$ cat src/rtl/cmp_share_arbiter_pkg.sv
// cmp_share_pkg: shared FSM state type and index-width helper for cmp_share_arbiter
package cmp_share_pkg;
  typedef enum logic [1:0] {IDLE, CMP, RESP} cmp_state_e;
  function automatic int clog2_min1(input int n);
    return (n <= 2) ? 1 : $clog2(n);
  endfunction
endpackage

$ cat src/rtl/cmp_share_arbiter_rr_picker.sv
// cmp_rr_picker: combinational round-robin pick of the first request after the last grant
module cmp_rr_picker
  import cmp_share_pkg::*;
#(
  parameter int NREQ = 4,
  parameter int ID_W = clog2_min1(NREQ)
) (
  input  logic [NREQ-1:0] req_i,
  input  logic [ID_W-1:0] ptr_i,
  output logic [NREQ-1:0] gnt_o,
  output logic [ID_W-1:0] idx_o
);
  logic [ID_W-1:0] c;
  // scan offsets from farthest to nearest so the nearest valid slot after ptr_i wins
  always_comb begin
    gnt_o = '0;
    idx_o = '0;
    c = '0;
    for (int k = NREQ; k >= 1; k--) begin
      c = ID_W'((int'(ptr_i) + k) % NREQ);
      if (req_i[c]) begin
        gnt_o = NREQ'(1) << c;
        idx_o = c;
      end
    end
  end
endmodule

$ cat src/rtl/cmp_share_arbiter.sv
// cmp_share_arbiter: round-robin shared equality comparator; CMP_SHARE_MAG_EN adds rsp_lt
module cmp_share_arbiter
  import cmp_share_pkg::*;
#(
  parameter int N    = 4,
  parameter int NREQ = 4,
  parameter int ID_W = clog2_min1(NREQ)
) (
  input  logic              clk,
  input  logic              rst_n,
  input  logic [NREQ-1:0]   req_valid,
  input  logic [NREQ*N-1:0] req_a,
  input  logic [NREQ*N-1:0] req_b,
  output logic [NREQ-1:0]   req_ready,
  output logic [NREQ-1:0]   rsp_valid,
  output logic              rsp_equal,
  output logic [ID_W-1:0]   rsp_id,
  output logic              busy
`ifdef CMP_SHARE_MAG_EN
  , output logic            rsp_lt
`endif
);
  cmp_state_e      state_q;
  logic [N-1:0]    a_q, b_q, a_sel, b_sel;
  logic [ID_W-1:0] id_q, ptr_q, w_idx, rsp_id_q;
  logic [NREQ-1:0] gnt, rsp_valid_q;
  logic            eq_q;
`ifdef CMP_SHARE_MAG_EN
  logic            lt_q;
  assign rsp_lt = lt_q;
`endif
  cmp_rr_picker #(.NREQ(NREQ), .ID_W(ID_W)) u_pick (
    .req_i (req_valid),
    .ptr_i (ptr_q),
    .gnt_o (gnt),
    .idx_o (w_idx)
  );
  assign req_ready = (state_q == IDLE) ? gnt : '0;
  assign busy      = state_q != IDLE;
  assign rsp_valid = rsp_valid_q;
  assign rsp_equal = eq_q;
  assign rsp_id    = rsp_id_q;
  // steer the winner's operands out of the packed request buses
  always_comb begin
    a_sel = '0;
    b_sel = '0;
    for (int i = 0; i < NREQ; i++) begin
      if (gnt[i]) begin
        a_sel = req_a[i*N +: N];
        b_sel = req_b[i*N +: N];
      end
    end
  end
  // accept in IDLE, compare in CMP, pulse the tagged response in RESP
  always_ff @(posedge clk or negedge rst_n) begin
    if (!rst_n) begin
      state_q     <= IDLE;
      a_q         <= '0;
      b_q         <= '0;
      id_q        <= '0;
      ptr_q       <= ID_W'(NREQ - 1);
      eq_q        <= 1'b0;
      rsp_id_q    <= '0;
      rsp_valid_q <= '0;
`ifdef CMP_SHARE_MAG_EN
      lt_q        <= 1'b0;
`endif
    end else begin
      case (state_q)
        IDLE: if (|req_valid) begin
          a_q     <= a_sel;
          b_q     <= b_sel;
          id_q    <= w_idx;
          ptr_q   <= w_idx;
          state_q <= CMP;
        end
        CMP: begin
          eq_q        <= &(~(a_q ^ b_q));
`ifdef CMP_SHARE_MAG_EN
          lt_q        <= a_q < b_q;
`endif
          rsp_id_q    <= id_q;
          rsp_valid_q <= NREQ'(1) << id_q;
          state_q     <= RESP;
        end
        RESP: begin
          rsp_valid_q <= '0;
          state_q     <= IDLE;
        end
        default: state_q <= IDLE;
      endcase
    end
  end
endmodule

$ cat config.mk
export PLATFORM = sky130hd
export DESIGN_NAME = cmp_share_arbiter
export DESIGN_NICKNAME = d
export VERILOG_FILES = /design/src/rtl/cmp_share_arbiter_pkg.sv /design/src/rtl/cmp_share_arbiter_rr_picker.sv /design/src/rtl/cmp_share_arbiter.sv
export SDC_FILE = /design/constraint.sdc
export NUM_CORES = 1
export LEC_CHECK = 0
export BUFFER_PORTS_ARGS = -buffer_cell sky130_fd_sc_hd__buf_2
export CORE_ASPECT_RATIO = 1.1
export CORE_MARGIN = 2
export CORE_UTILIZATION = 55
export DETAILED_ROUTE_END_ITERATION = 12
export GPL_TIMING_DRIVEN = 0
export PLACE_DENSITY_LB_ADDON = 0.3
export SETUP_SLACK_MARGIN = 0.1
export SKIP_LAST_GASP = 1
export SYNTH_ARGS = -nofsm -noshare
export SYNTH_HDL_FRONTEND = slang
export SYNTH_HIERARCHICAL = 1
export SYNTH_SLANG_ARGS = --single-unit
$ cat constraint.sdc
create_clock -name clk -period 5.3 [get_ports clk]
set_input_delay 1.06 -clock clk [delete_from_list [all_inputs] [get_ports clk]]
set_output_delay 1.06 -clock clk [all_outputs]
set_load 0.005 [all_outputs]
## Word level (Yosys, flattened, before mapping)

Cells that the tools add are included.

- Bits of input ports: 38
- Logic and storage cells: 60
- Output and inout bits: 12
- Bits in registers: 21

- Reduce and logical (&&, ||, !) cells: 6
- Equality and inequality tests: 3
- Muxes and demuxes: 28
- Shift operators: 5
- Magnitude comparators: 4
- Bitwise logic cells: 2
- Add/subtract/negate cells: 4

Operators by type and width:

| kind | number |
|---|---|
| $mux W4 | 13 |
| $shl A1 B2 Y4 const A | 5 |
| $lt A2 B3 Y1 const B | 4 |
| $mux W2 | 5 |
| $bmux W1 S2 | 4 |
| $pmux W4 S2 | 1 |
| $add A2 B1 Y2 const B | 2 |
| $add A2 B2 Y2 const B | 2 |
| $mux W1 | 4 |
| $not A4 Y4 | 1 |
| $pmux W2 S2 | 1 |
| $reduce_and A4 Y1 | 1 |
| $reduce_bool A2 Y1 | 2 |
| $reduce_or A4 Y1 | 1 |
| $xor A4 B4 Y4 | 1 |
| $eq A2 B1 Y1 const B | 1 |
| $eq A2 B2 Y1 const B | 1 |
| $logic_not A2 Y1 | 1 |
| $ne A2 B1 Y1 const B | 1 |
| $reduce_and A2 Y1 | 1 |

## Logic depth before layout (Yosys ltp)

Gate-level depths: netlist of the first run.

- Depth after elaboration: 11
- Gate-level depth with buffers: 11
- Mapped depth without buffers: 9

## Modules after synthesis

The synthesis of the first run kept the hierarchy.

Modules (own cells, without submodules):

| module | seq. area each (um^2) | area each (um^2) | cells each | instances |
|---|---|---|---|---|
| cmp_share_arbiter | 528.0 | 1137.3 | 105 | 1 |
| cmp_rr_picker | 0.0 | 426.7 | 57 | 1 |

## Worst setup path before layout of the first run

No wires, ideal clock.

- Path kind: register to output
- From: register ptr_q[1]
- To: output port req_ready[1]
- Setup slack: 1.601 ns
- Arrival: 2.639 ns
- Stages on the path, launching flop included: 10
- Data required time: 4.240 ns
- Path buffers: 2
- Path through: dfstp_2 buf_2 inv_1 ha_1 mux2_2 mux2i_1 nor2_1 a41oi_1 clkbuf_1 and2_1

- Cells in the longest elaborated chain, start to end: 8

RTL lines:

| item | line | RTL |
|---|---|---|
| start: declaration | cmp_share_arbiter.sv:25 | `logic [ID_W-1:0] id_q, ptr_q, w_idx, rsp_id_q;` |
| start signal: assignment | cmp_share_arbiter.sv:61 | `ptr_q <= ID_W'(NREQ - 1);` |
| start signal: assignment | cmp_share_arbiter.sv:74 | `ptr_q <= w_idx;` |
| $add A2 B1 Y2 | cmp_share_arbiter_rr_picker.sv:20 | `c = ID_W'((int'(ptr_i) + k) % NREQ);` |
| $bmux W1 S2 | cmp_share_arbiter_rr_picker.sv:21 | `if (req_i[c]) begin` |
| $mux W1 (not written as such) | cmp_share_arbiter_rr_picker.sv:21 |  |
| $mux W4 (3 in a row) | cmp_share_arbiter_rr_picker.sv:21 |  |
| $mux W4 (*) | cmp_share_arbiter_rr_picker.sv:21 |  |
| net gnt[1] | cmp_share_arbiter.sv:26 | `logic [NREQ-1:0] gnt, rsp_valid_q;` |
| $mux W4 (*) | cmp_share_arbiter.sv:38 | `assign req_ready = (state_q == IDLE) ? gnt : '0;` |
| end: declaration | cmp_share_arbiter.sv:14 | `output logic [NREQ-1:0] req_ready,` |

Mark *: on every way through the listed nets, which the timed path passes. The rest lies on a longest branch. The select of a mux whose other input is x is not followed.

## Worst setup path in the final report of the first run

Ends and elaborated chain as after synthesis.

==> results.json, run 1 <==
{
  "avgSynthCellArea_um2": 9.654,
  "crit_type": "reg -> out",
  "period_minus_slack_ps": 4636,
  "dr.first_iter.drc_count": 50,
  "ys_seq_area_frac": 0.3376,
  "grt_overflow": 0,
  "ys_types": 39,
  "fin_cells": 248,
  "io_pins": 50,
  "crit_chain": "buf_2 -> inv_1 -> ha_1 -> mux2_2 -> mux2i_1 -> nor2_1 -> a41oi_1 -> clkbuf_1 -> and2_1 -> buf_2",
  "die_w_um": 54.85,
  "drive_gt1_frac": 0.3395,
  "holdWs_ps": 519.0,
  "tightestPinTransition_ps": 692.5,
  "dpl_cell_area_um2": 1851,
  "critPathMaxFanout": 10,
  "synthAdderAreaFrac": 0.08000,
  "crit_arrival_ps": 3580,
  "design_area_um2": 1877,
  "drcViolationCount": 0,
  "syn2layout_area_growth_pct": 20.00,
  "synthFlopType": "dfrtp_1",
  "hpwl_mm": 2.888,
  "crit_path_start_kind": "flop",
  "via_per_inst": 6.008,
  "start_util": 0.5734,
  "crit_path_max_incr_delay_ps": 610,
  "run_status": "complete, no violations",
  "postCtsHoldBufs": 0,
  "finish.net_count": 264,
  "cp.required_ps": 4240,
  "ir_drop_mv": 0.4577,
  "ant_nets": 0,
  "hold_violations": 0,
  "synth_compound_area_frac": 0.2208,
  "setup.worst_path.end_class": "primary output",
  "synthCells": 162,
  "maxSlewViolCount": 0,
  "worstSkewPairLatency_ps": 290,
  "dr.pass1.iters": 4,
  "cp_common_cell": "buf_2",
  "grt_pass1_vias": 1277,
  "hold_path.class": "reg -> reg",
  "dp_cells": 244,
  "die-area_um2": 3287,
  "clock_path_buffers": 2,
  "timing.fmax_mhz": 215.7,
  "gp_congestion": 0.7965,
  "wl_per_cell_um": 14.85,
  "synth_area_um2": 1564,
  "crit_path_top_delay_cell": "dfstp_2",
  "skew_ps": 2.382,
  "num_rows": 20,
  "layout_commonest_cell": "buf_2",
  "synthArstFlopShare": 1.000,
  "syn_nets": 210,
  "power.density_nw_per_um2": 712.1,
  "slew-limit-headroom": 0.5251,
  "final_cell_mix": "buf_2, dfrtp_1, nand2_1",
  "core-area_um2": 2728,
  "antenna_found_initial": 0,
  "grt_pass1_wl_mm": 5.630,
  "ys_ff_latch": 21,
  "cts_tree": "yes",
  "port_buffers": 49,
  "synth_top_family_by_area": "compound AO/OA/AOI/OAI gates",
  "htreeDepth": 1,
  "root_buffer": "clkbuf_4",
  "postLayoutCoreUtil": 0.6881,
  "synthSimpleGateAreaFrac": 0.1632,
  "synth.area.mux_share": 0.1216,
  "setup-tns-final_ps": 0,
  "cap_violations": 0,
  "finalSetupViolations": 0,
  "clock_sinks": 21,
  "post-cts-setup-buffers": 0,
  "wirelength_mm": 3.682,
  "synth_xor_area_frac": 0.02240,
  "clk_pin_slew_ps": 110,
  "p_leak_nw": 0.8824,
  "fin_crit_sh": 0.8748,
  "cts_resized": 0,
  "grt_max_degree": 22,
  "numCtsBuffers": 3,
  "synth_edf_count": 0,
  "rsz0062_at_grt": "false",
  "ys.warnings.count": 6,
  "num_vias": 1490,
  "num_antenna_cells": 0,
  "grt_usage": 0.2363,
  "die_y_um": 59.93
}
-- flip-flops by register name (all words and copies together), names as in the netlist --
register	count
a_q	4
b_q	4
id_q	2
state_q	2
rsp_valid	4
ptr_q	2
rsp_equal	1
rsp_id	2
-- routing by layer --
layer,track usage,vias to the layer above,wire length (um)
met4,0.08571,0,51
met2,0.4320,58,1962
met5,0,-,0
met1,0.2816,708,1486
met3,0.01500,8,181
li1,-,716,-
-- cell families (layout without fill, tap and decap cells) --
family	Yosys count	in the layout
AND/OR/NAND/NOR	48	48
buffers and inverters	18	71
AO/OA/AOI/OAI	46	46
XOR/XNOR	4	4
flip-flops	21	21
adder cells (fa/ha/maj)	10	10
multiplexers	15	15
-- final timing paths --
kind | start | to | slack [ps] | depth (start not counted)
setup / recovery | ptr_q[1] | req_ready[1] | 660 | 10
hold / removal | a_q[3] | a_q[3] | 520 | 2
setup reg to reg | ptr_q[1] | b_q[3] | 1710 | 11
hold reg to reg | a_q[3] | a_q[3] | 520 | 2
max in group asynchronous | rst_n | ptr_q[0] | 4270 | 1
min in group asynchronous | rst_n | rsp_id[0] | 690 | 1
-- synth_stat cells (all sizes together) (5+ instances only) --
| cell type | n | share of area |
|---|---|---|
| o22ai | 9 | 0.036 |
| nand2b | 5 | 0.020 |
| o21ai | 5 | 0.016 |
| a221oi | 8 | 0.045 |
| nand2 | 15 | 0.036 |
| mux2 | 10 | 0.082 |
| o31ai | 8 | 0.042 |
| inv | 10 | 0.024 |
| nor2 | 9 | 0.022 |
| buf | 5 | 0.023 |
| dfrtp | 19 | 0.30 |
| ha | 10 | 0.080 |
-- area by class of cell --
type | instances | area [um^2]
timing repair buffer | 49 | 245.2
tap | 33 | 41.29
inverter | 10 | 37.54
sequential | 21 | 528.0
multi-input combinational | 123 | 950.9
buffer | 8 | 47.55
fill | 214 | 850.8
clock buffer | 4 | 26.28
-- through the flow --
step | worst slack [ps] | power [W]
3_3_place_gp | 1195 | 0.001206
4_1_cts | 724.9 | 0.001335
5_1_grt | 412.0 | 0.001461
2_1_floorplan | 1601 | 0.001018
6_report | 663.7 | 0.001336
3_5_place_dp | 1086 | 0.001258
-- where the power goes --
group          switching (W)  leakage (nW)  internal [W]
combinational       0.000530         0.610      0.000425
sequential         0.0000613         0.257      0.000246
clock              0.0000449        0.0150     0.0000293
-- worst max-delay path, delay by kind of cell, from the launching register on --
family,cells,cell delay [ps]
compound gates,1,250
flops,1,610
mux,2,910
buf+inv,4,840
simple gates,2,290
fa+ha+maj,1,380
No activity file was read; power rests on OpenSTA's default activity.
==> inputs of run 2 (changes only) <==
CORE_ASPECT_RATIO = not set   (was 1.1)
==> run 2 against run 1 <==
Clock skew shrank 1.0 ps. Register-to-register slack lost 30 ps. Largest cell class unchanged. Die area barely moved. Critical path type unchanged. Maximum frequency decreased by 0.74%. Worst hold slack worse by 7.3 ps.
==> results.json, run 2 (synthesized netlist as in run 1, its figures left out) <==
{
  "cts_resized": 0,
  "clk_pin_slew_ps": 120,
  "maxSlewViolCount": 0,
  "grt_usage": 0.2330,
  "root_buffer": "clkbuf_4",
  "cts_tree": "yes",
  "clock_path_buffers": 2,
  "setup.worst_path.end_class": "primary output",
  "p_leak_nw": 0.8813,
  "port_buffers": 49,
  "grt_pass1_vias": 1453,
  "via_per_inst": 6.228,
  "crit_arrival_ps": 3610,
  "worstSkewPairLatency_ps": 300,
  "gp_congestion": 0.8052,
  "run_status": "complete, no violations",
  "postCtsHoldBufs": 0,
  "syn2layout_area_growth_pct": 20.08,
  "drcViolationCount": 0,
  "power_w": 0.001344,
  "clock_sinks": 21,
  "grt_overflow": 0,
  "setup_slack_ps": 629.3,
  "core-area_um2": 2734,
  "wl_per_cell_um": 15.17,
  "design_area_um2": 1878,
  "io_pins": 50,
  "crit_start": "ptr_q[1]",
  "hpwl_mm": 2.959,
  "hold_path.class": "reg -> reg",
  "grt_max_degree": 22,
  "die_w_um": 57.33,
  "crit_path_start_kind": "flop",
  "fin_crit_sh": 0.8813,
  "crit_type": "reg -> out",
  "place_ws_ps": 1075,
  "finish.net_count": 264,
  "num_rows": 19,
  "cap_violations": 0,
  "slew-limit-headroom": 0.5313,
  "tightestPinTransition_ps": 683.6,
  "setup-tns-final_ps": 0,
  "layout_commonest_cell": "buf_2",
  "htreeDepth": 1,
  "post-cts-setup-buffers": 0,
  "dr.first_iter.drc_count": 40,
  "num_vias": 1532,
  "numCtsBuffers": 3,
  "dpl_cell_area_um2": 1848,
  "ant_nets": 0,
  "die_y_um": 57.33,
  "final_cell_mix": "buf_2, dfrtp_1, nand2_1",
  "min_from": "b_q[3]",
  "power.density_nw_per_um2": 715.8,
  "rsz0062_at_grt": "false",
  "start_util": 0.5721,
  "multi_input_area_um2": 950.9,
  "grt_pass1_wl_mm": 6.092,
  "register_area_um2": 528.0,
  "cp.required_ps": 4240,
  "antenna_found_initial": 0,
  "fill_cells": 215,
  "hold_violations": 0,
  "num_antenna_cells": 0,
  "period_minus_slack_ps": 4671,
  "wirelength_mm": 3.732,
  "dr.pass1.iters": 4,
  "drive_gt1_frac": 0.3442,
  "critPathMaxFanout": 10,
  "ir_drop_mv": 0.6624,
  "regToRegStartpoint": "ptr_q[1]",
  "die-area_um2": 3286,
  "skew_ps": 1.348,
  "timing.fmax_mhz": 214.1,
  "finalSetupViolations": 0,
  "postLayoutCoreUtil": 0.6870
}
run 2: layer usage:
metal,wire [um],global-route usage
met5,0,0
met4,146,0.1296
met3,164,0.02041
met2,1873,0.4023
met1,1548,0.2859
run 2: per-stage QoR:
step,std cells,hold WS (ps)
CTS,246,513.7
detailed placement,242,487.0
global placement,242,481.6
finish,246,511.7
floorplan,162,462.8
global route,246,538.6
run 2: cell type report:
class / instances / share of cell area
buffer: 8 / 0.02532
clock buffer: 3 / 0.01199
clock inverter: 1 / 0.003997
inverter: 10 / 0.01999
multi-input combinational: 123 / 0.5063
sequential: 21 / 0.2811
tap: 31 / 0.02065
timing repair buffer: 49 / 0.1306
run 2: power breakdown:
part / internal, W / switching, W / leakage, nW
Sequential: 0.000246 / 0.0000605 / 0.257
Clock: 0.0000287 / 0.0000518 / 0.0139
Combinational: 0.000426 / 0.000532 / 0.610
Total: 0.000700 / 0.000644 / 0.881
run 2: path summary, 6_finish.rpt:
| path | end | slack (ps) | cells past startpoint |
|---|---|---|---|
| max | req_ready[1] | 630 | 10 |
| min | b_q[3] | 510 | 2 |
| max reg2reg | a_q[3] | 1680 | 11 |
| min reg2reg | b_q[3] | 510 | 2 |
| max in group asynchronous | ptr_q[0] | 4280 | 1 |
| min in group asynchronous | rsp_valid[1] | 680 | 1 |
run 2: critical path, stage by stage (launching register included):
cell and delay (ps):
dfstp_2 610, buf_2 230, inv_1 130, ha_1 390, mux2_2 350, mux2i_1 550, nor2_1 100, a41oi_1 260
clkbuf_1 360, and2_1 200, buf_2 110
